File: src/rtl/wb_arbiter_2m.sv
// Two-master Wishbone B4 classic arbiter: grants the single slave port per whole
// CYC, alternating fairly between M0 (data) and M1 (instruction fetch) on contention.
module wb_arbiter_2m #(
   parameter int ADDR_WIDTH = 32,
   parameter int DATA_WIDTH = 32
) (
   input  logic                    clk,
   input  logic                    reset,
   input  logic                    m0_cyc_i,
   input  logic                    m0_stb_i,
   input  logic                    m0_we_i,
   input  logic [ADDR_WIDTH-1:0]   m0_adr_i,
   input  logic [DATA_WIDTH-1:0]   m0_dat_i,
   input  logic [DATA_WIDTH/8-1:0] m0_sel_i,
   output logic                    m0_ack_o,
   output logic [DATA_WIDTH-1:0]   m0_dat_o,
   input  logic                    m1_cyc_i,
   input  logic                    m1_stb_i,
   input  logic                    m1_we_i,
   input  logic [ADDR_WIDTH-1:0]   m1_adr_i,
   input  logic [DATA_WIDTH-1:0]   m1_dat_i,
   input  logic [DATA_WIDTH/8-1:0] m1_sel_i,
   output logic                    m1_ack_o,
   output logic [DATA_WIDTH-1:0]   m1_dat_o,
   output logic                    s_cyc_o,
   output logic                    s_stb_o,
   output logic                    s_we_o,
   output logic [ADDR_WIDTH-1:0]   s_adr_o,
   output logic [DATA_WIDTH-1:0]   s_dat_o,
   output logic [DATA_WIDTH/8-1:0] s_sel_o,
   input  logic                    s_ack_i,
   input  logic [DATA_WIDTH-1:0]   s_dat_i,
   output logic [1:0]              grant
);

   // One-hot state encoding so the grant vector is the state register itself.
   typedef enum logic [1:0] {
      IDLE   = 2'b00,
      GNT_M0 = 2'b01,
      GNT_M1 = 2'b10
   } state_t;

   state_t state_r;
   state_t state_nxt_s;
   logic   last_r;
   logic   last_nxt_s;
   logic   rearb_s;

   // Grant state and last-granted master registers.
   always_ff @(posedge clk) begin
      if (reset) begin
         state_r <= IDLE;
         last_r  <= 1'b1;
      end else begin
         state_r <= state_nxt_s;
         last_r  <= last_nxt_s;
      end
   end

   // Arbitration: only re-decided when idle or when the current owner drops CYC.
   always_comb begin
      state_nxt_s = state_r;
      last_nxt_s  = last_r;
      case (state_r)
         IDLE:    rearb_s = 1'b1;
         GNT_M0:  rearb_s = ~m0_cyc_i;
         GNT_M1:  rearb_s = ~m1_cyc_i;
         default: rearb_s = 1'b1;
      endcase
      if (rearb_s) begin
         if (m0_cyc_i && m1_cyc_i) begin
            if (last_r) begin
               state_nxt_s = GNT_M0;
               last_nxt_s  = 1'b0;
            end else begin
               state_nxt_s = GNT_M1;
               last_nxt_s  = 1'b1;
            end
         end else if (m0_cyc_i) begin
            state_nxt_s = GNT_M0;
            last_nxt_s  = 1'b0;
         end else if (m1_cyc_i) begin
            state_nxt_s = GNT_M1;
            last_nxt_s  = 1'b1;
         end else begin
            state_nxt_s = IDLE;
         end
      end else begin
         state_nxt_s = state_r;
      end
   end

   // Combinational routing of the owner's signals to the slave and of ACK back.
   always_comb begin
      s_cyc_o  = 1'b0;
      s_stb_o  = 1'b0;
      s_we_o   = 1'b0;
      s_adr_o  = '0;
      s_dat_o  = '0;
      s_sel_o  = '0;
      m0_ack_o = 1'b0;
      m1_ack_o = 1'b0;
      case (state_r)
         GNT_M0: begin
            s_cyc_o  = m0_cyc_i;
            s_stb_o  = m0_stb_i;
            s_we_o   = m0_we_i;
            s_adr_o  = m0_adr_i;
            s_dat_o  = m0_dat_i;
            s_sel_o  = m0_sel_i;
            m0_ack_o = s_ack_i & m0_cyc_i;
         end
         GNT_M1: begin
            s_cyc_o  = m1_cyc_i;
            s_stb_o  = m1_stb_i;
            s_we_o   = m1_we_i;
            s_adr_o  = m1_adr_i;
            s_dat_o  = m1_dat_i;
            s_sel_o  = m1_sel_i;
            m1_ack_o = s_ack_i & m1_cyc_i;
         end
         default: begin
            s_cyc_o  = 1'b0;
            m0_ack_o = 1'b0;
         end
      endcase
   end

   assign m0_dat_o = s_dat_i;
   assign m1_dat_o = s_dat_i;
   assign grant    = state_r;

endmodule
File: config.mk
export PLATFORM = sky130hd
export DESIGN_NAME = wb_arbiter_2m
export DESIGN_NICKNAME = d
export VERILOG_FILES = /design/src/rtl/wb_arbiter_2m.sv
export SDC_FILE = /design/constraint.sdc
export NUM_CORES = 1
export LEC_CHECK = 0
export ABC_AREA = 1
export CAP_MARGIN = 20
export CORE_AREA = 8 8 117 119
export DETAILED_ROUTE_END_ITERATION = 10
export DIE_AREA = 0 0 125 127
export PLACE_DENSITY = 0.59
export SYNTH_ARGS = -nofsm -noshare
export SYNTH_HDL_FRONTEND = slang
export SYNTH_SLANG_ARGS = --single-unit
File: constraint.sdc
create_clock -name clk -period 2.8 [get_ports clk]
set_input_delay 0.28 -clock clk [delete_from_list [all_inputs] [get_ports clk]]
set_output_delay 0.28 -clock clk [all_outputs]
set_load 0.01 [all_outputs]
# Word-level counts from Yosys, hierarchy flattened
# Cells that the tools add are included.
# totals
regBits	3
output_inout_bits	139
elab_cells	28
# classes
eq_ne	2
muxes	17
n_bitwise	4
n_reduce_logical	3
# ops
op	count
$pmux W32 S2	2
$mux W2	4
$pmux W1 S2	4
$pmux W4 S2	1
$mux W1	6
$reduce_bool A3 Y1	1
$and A1 B1 Y1	2
$eq A2 B1 Y1 const B	1
$eq A2 B2 Y1 const B	1
$not A1 Y1	2
$reduce_and A2 Y1	1
$logic_and A1 B1 Y1	1

# Logic depth before layout (Yosys ltp)
# depth
depth_word	3
ltp_mapped	8

# Worst setup path after synthesis
# OpenSTA, ideal clock, no wires.
# synth_path
path_kind	register to output
from	register state_r[0], in the netlist grant[0]
to	output s_adr_o[26]
t_arrival_ns	1.302
required_ns	2.520
setup_slack_ns	1.218
path_stages_with_launch	6
cell_sequence	dfxtp_1 -> inv_1 -> ha_1 -> buf_4 -> buf_2 -> a21oi_1
# synth_via
elab_chain_len	2
word_cells_on_any_way	3
classes_between	eq/ne (2); mux (1)
# synth_rtl
element	line_no	rtl
start: declaration	43	state_t state_r;
start signal: assignment	55	state_r <= state_nxt_s;
$eq A2 B2 Y1 / $eq A2 B1 Y1 (equally long branches)	103	case (state_r)
$pmux W32 S2 (*)	103	
end: declaration	28	output logic [ADDR_WIDTH-1:0] s_adr_o,
# Mark *: on every way between the ends. The rest lies on a longest branch, timed or not.

# Worst setup path after layout
# layout_path
from	register state_r[0], in the netlist grant[0]
to	output s_adr_o[6]
# The elaborated chain is that of the path after synthesis.

==> reports/summary.log <==
INFO  timing         setup_ws=0.1461ns
INFO  detailed_routing dr.max_layer_used=met4
INFO  detailed_routing route.met3.wl=958um
INFO  global_routing globalRoute.totalOverflow=0
INFO  global_routing pin_count_of_the_biggest_net_entering_global_routing=73
INFO  detailed_routing wl_per_cell=15.24um
INFO  hold_path      hold_path_class=reg2reg
INFO  detailed_routing drt_pass1_iterations=4
INFO  final_layout   drive_gt1_frac=0.06144
INFO  timing         report.final.setup_viol=0
INFO  placed_design  detailed_place_hpwl=7677um
INFO  floorplanning  die_h=127um
INFO  synth          post_synth_num_cell_types=16
INFO  critical_path  critical_path_fanout_max=71
INFO  power_and_ir_drop powerDensity=232.0nW/um^2
INFO  clocking       clock_tree.htree_level_count=1
INFO  timing         max_slew.worst_pin.slew=0.8062ns
INFO  floorplanning  start_util=0.1566
INFO  detailed_routing routed_via_density=4.099
INFO  timing         relSlewSlack=0.4626
INFO  power_and_ir_drop total_leakage_power=1.156nW
INFO  synth          synth_simple_gate_area_frac=0.3336
INFO  critical_path  cp-start-kind=register
INFO  timing         finalHoldViolations=0
INFO  global_routing grt_pass1_vias=2597
INFO  floorplanning  area_enclosed_by_the_die_boundary=15880squm
INFO  placed_design  place_congestion=0.7613
INFO  final_layout   final-instance-count-excl-fill=619
INFO  final_layout   n_antenna_cell=0
INFO  detailed_routing wire_length_after_detailed_routing=9435um
INFO  power_and_ir_drop switching_part_of_the_total_power=0.3534
INFO  floorplanning  boundary_pins=316
INFO  synth          postSynthCellCount=334
INFO  synth          synth_xor_xnor_area_share=0
INFO  clocking       worst_skew_pair.late_latency=0.22ns
INFO  synth          yosys_register_bits=3
INFO  detailed_routing initialDrtViolationCount=107
INFO  synth          syn_area=1849squm
INFO  floorplanning  floorplan.die.width=125um
INFO  timing         rsz_0062_raised_after_global_routing=no
INFO  run_status     outcome=completed
INFO  final_layout   num-fill-cells=1291
INFO  clocking       cts_num_sinks=3
INFO  timing         final.period_utilization=0.9478
INFO  synth          synthesis.nets=514
INFO  detailed_routing drtAntennaViolNets=0
INFO  floorplanning  core_region_area=11810squm
INFO  synth          synthesized_area_fraction_occupied_by_ao_oa_aoi_and_oai_cells=0.2307
INFO  timing         fin_hold_ws=0.4517ns
INFO  clocking       tritoncts_clock_tree=yes
INFO  clocking       ctsResizeCount=0
INFO  global_routing global_route.usage.total=0.1075
INFO  clocking       clk_transition_reported_paths=0.03ns
INFO  clocking       number_of_buffers_created_by_cts=3
INFO  final_layout   syn2layout_area_growth=98.85%
INFO  global_routing grt_first_pass_wirelength=14100um
INFO  timing         timing.final.crit_period=2.654ns
INFO  power_and_ir_drop power_frac_clock=0.264
INFO  timing         finalClockSkew=0.0002481ns
INFO  final_layout   multi_input_gate_area=1089squm
INFO  detailed_routing dr_total_vias=2537
INFO  detailed_routing m1WireLength=3659um
INFO  power_and_ir_drop p_sw=0.0003015W
INFO  placed_design  post_placement_cell_count=615
INFO  clocking       clock_tree.root_cell=clkbuf_16
INFO  synth          post_synth_fa_ha_maj_area_fraction=0.02030
INFO  power_and_ir_drop peakVddDrop=377.4uV
INFO  timing         final_max_slew_viols=0
INFO  critical_path  critical_path.endpoint_type=primary output
INFO  floorplanning  fp-row-count=40
INFO  synth          synth_sequential_area_ratio=0.03248
INFO  placed_design  dp_worst_setup_slack=0.3645ns
INFO  clocking       cts_post_setup_buffers_inserted=0
INFO  job            max-cap-violations=0
INFO  power_and_ir_drop power.share.sequential=0.062
INFO  placed_design  io_buffers=219
INFO  critical_path  critical_path_class=reg2out
INFO  final_layout   ff_latch_area=60.06squm
INFO  clocking       cts_hold_repair.buffers=0
INFO  global_routing antenna_found_initial=0
INFO  timing         setup-tns-final=0ns
INFO  clocking       clock_path_buffers=2
INFO  detailed_routing routed-wl-met2=4591um
INFO  critical_path  worst-endpoint-required=2.52ns
INFO  synth          syn_area_per_cell=5.537squm
INFO  power_and_ir_drop internal_power=0.0005515W
INFO  detailed_routing route.detailed.drc=0
INFO  critical_path  data_arrival_time_of_the_critical_path=2.37ns
INFO  timing         max_freq=376.8MHz
INFO  power_and_ir_drop design_power_total=0.0008530W
INFO  synth          muxShareOfSynthArea=0
INFO  synth          yosys_warnings=0
INFO  final_layout   finish.net_count=653
INFO  power_and_ir_drop combinationalPowerShare=0.675
INFO  synth          dominant_combinational_cell_family_by_area_after_synthesis=buffers and inverters
## sequential cells by signal, indices dropped and copies added, names as in the netlist
signal / cells
last_r: 1
grant: 2
## path summary, 6_finish.rpt
kind	startpoint	end	slack, ns	cells after the start
setup / recovery	grant[0]	s_adr_o[6]	0.15	5
hold reg to reg	last_r	last_r	0.45	2
setup reg to reg	grant[1]	last_r	1.42	7
hold / removal	last_r	last_r	0.45	2
## per-layer routing
| metal | GRT usage | vias to the layer above |
|---|---|---|
| li1 | - | 1266 |
| met2 | 0.1918 | 156 |
| met5 | 0 | - |
| met4 | 0.03367 | 0 |
| met3 | 0.04160 | 27 |
| met1 | 0.1149 | 1088 |
## worst max-delay path, stage by stage, from the launching register on
cell and delay (ns):
dfxtp_1 0.38, inv_1 0.09, ha_2 0.33, buf_4 0.63, a21oi_1 0.13, clkdlybuf4s50_1 0.55
## cell usage in the layout, fill, tap and decap left out
| cell | netlist | final |
|---|---|---|
| clkdlybuf4s50_1 | 0 | 219 |
| nand2_2 | 3 | 3 |
| nor2_1 | 2 | 2 |
| a21oi_1 | 59 | 59 |
| clkbuf_1 | 0 | 1 |
| nand3_2 | 1 | 1 |
| nand4_1 | 2 | 2 |
| buf_4 | 66 | 1 |
| clkbuf_16 | 0 | 3 |
| nand3_1 | 1 | 1 |
| inv_1 | 6 | 6 |
| inv_2 | 1 | 1 |
| nand2_1 | 150 | 150 |
| a21oi_2 | 15 | 15 |
| dfxtp_1 | 3 | 3 |
| buf_12 | 0 | 2 |
| ha_2 | 0 | 3 |
## cell families (layout without fill, tap and decap cells)
family,Yosys count,in the layout
simple gates,159,159
flops,3,3
fa+ha+maj,3,3
compound gates,74,74
buf+inv,95,233
## power groups by stage
stage,Combinational [W],Sequential (W),Clock [W]
2_1_floorplan,0.000353,0.0000532,0
3_3_place_gp,0.000577,0.0000528,0
3_5_place_dp,0.000581,0.0000531,0
5_1_grt,0.000627,0.0000536,0.000237
4_1_cts,0.000587,0.0000526,0.000228
6_report,0.000575,0.0000525,0.000225
## final cells by class
| type | count | area share |
|---|---|---|
| repair buffers | 222 | 0.6091 |
| multi-input cells | 236 | 0.2960 |
| well taps | 147 | 0.05002 |
| clock buffers | 4 | 0.02144 |
| flip-flops and latches | 3 | 0.01633 |
| inverters | 7 | 0.007145 |
## cells in the mapped netlist, drive strengths merged
master / count / share of area
nand3: 2 / 0.0081
dfxtp: 3 / 0.032
nand4: 2 / 0.0068
buf: 88 / 0.37
inv: 7 / 0.014
ha: 3 / 0.020
nor2: 2 / 0.0041
nand2: 153 / 0.31
a21oi: 74 / 0.23
## metrics by stage
step,area [sq um],utilization
CTS,3677,0.3113
detailed placement,3598,0.3047
floorplan,1849,-
global placement,3598,0.3047
global route,3677,0.3113
finish,3677,0.3113
(Power assumes the default switching activity.)
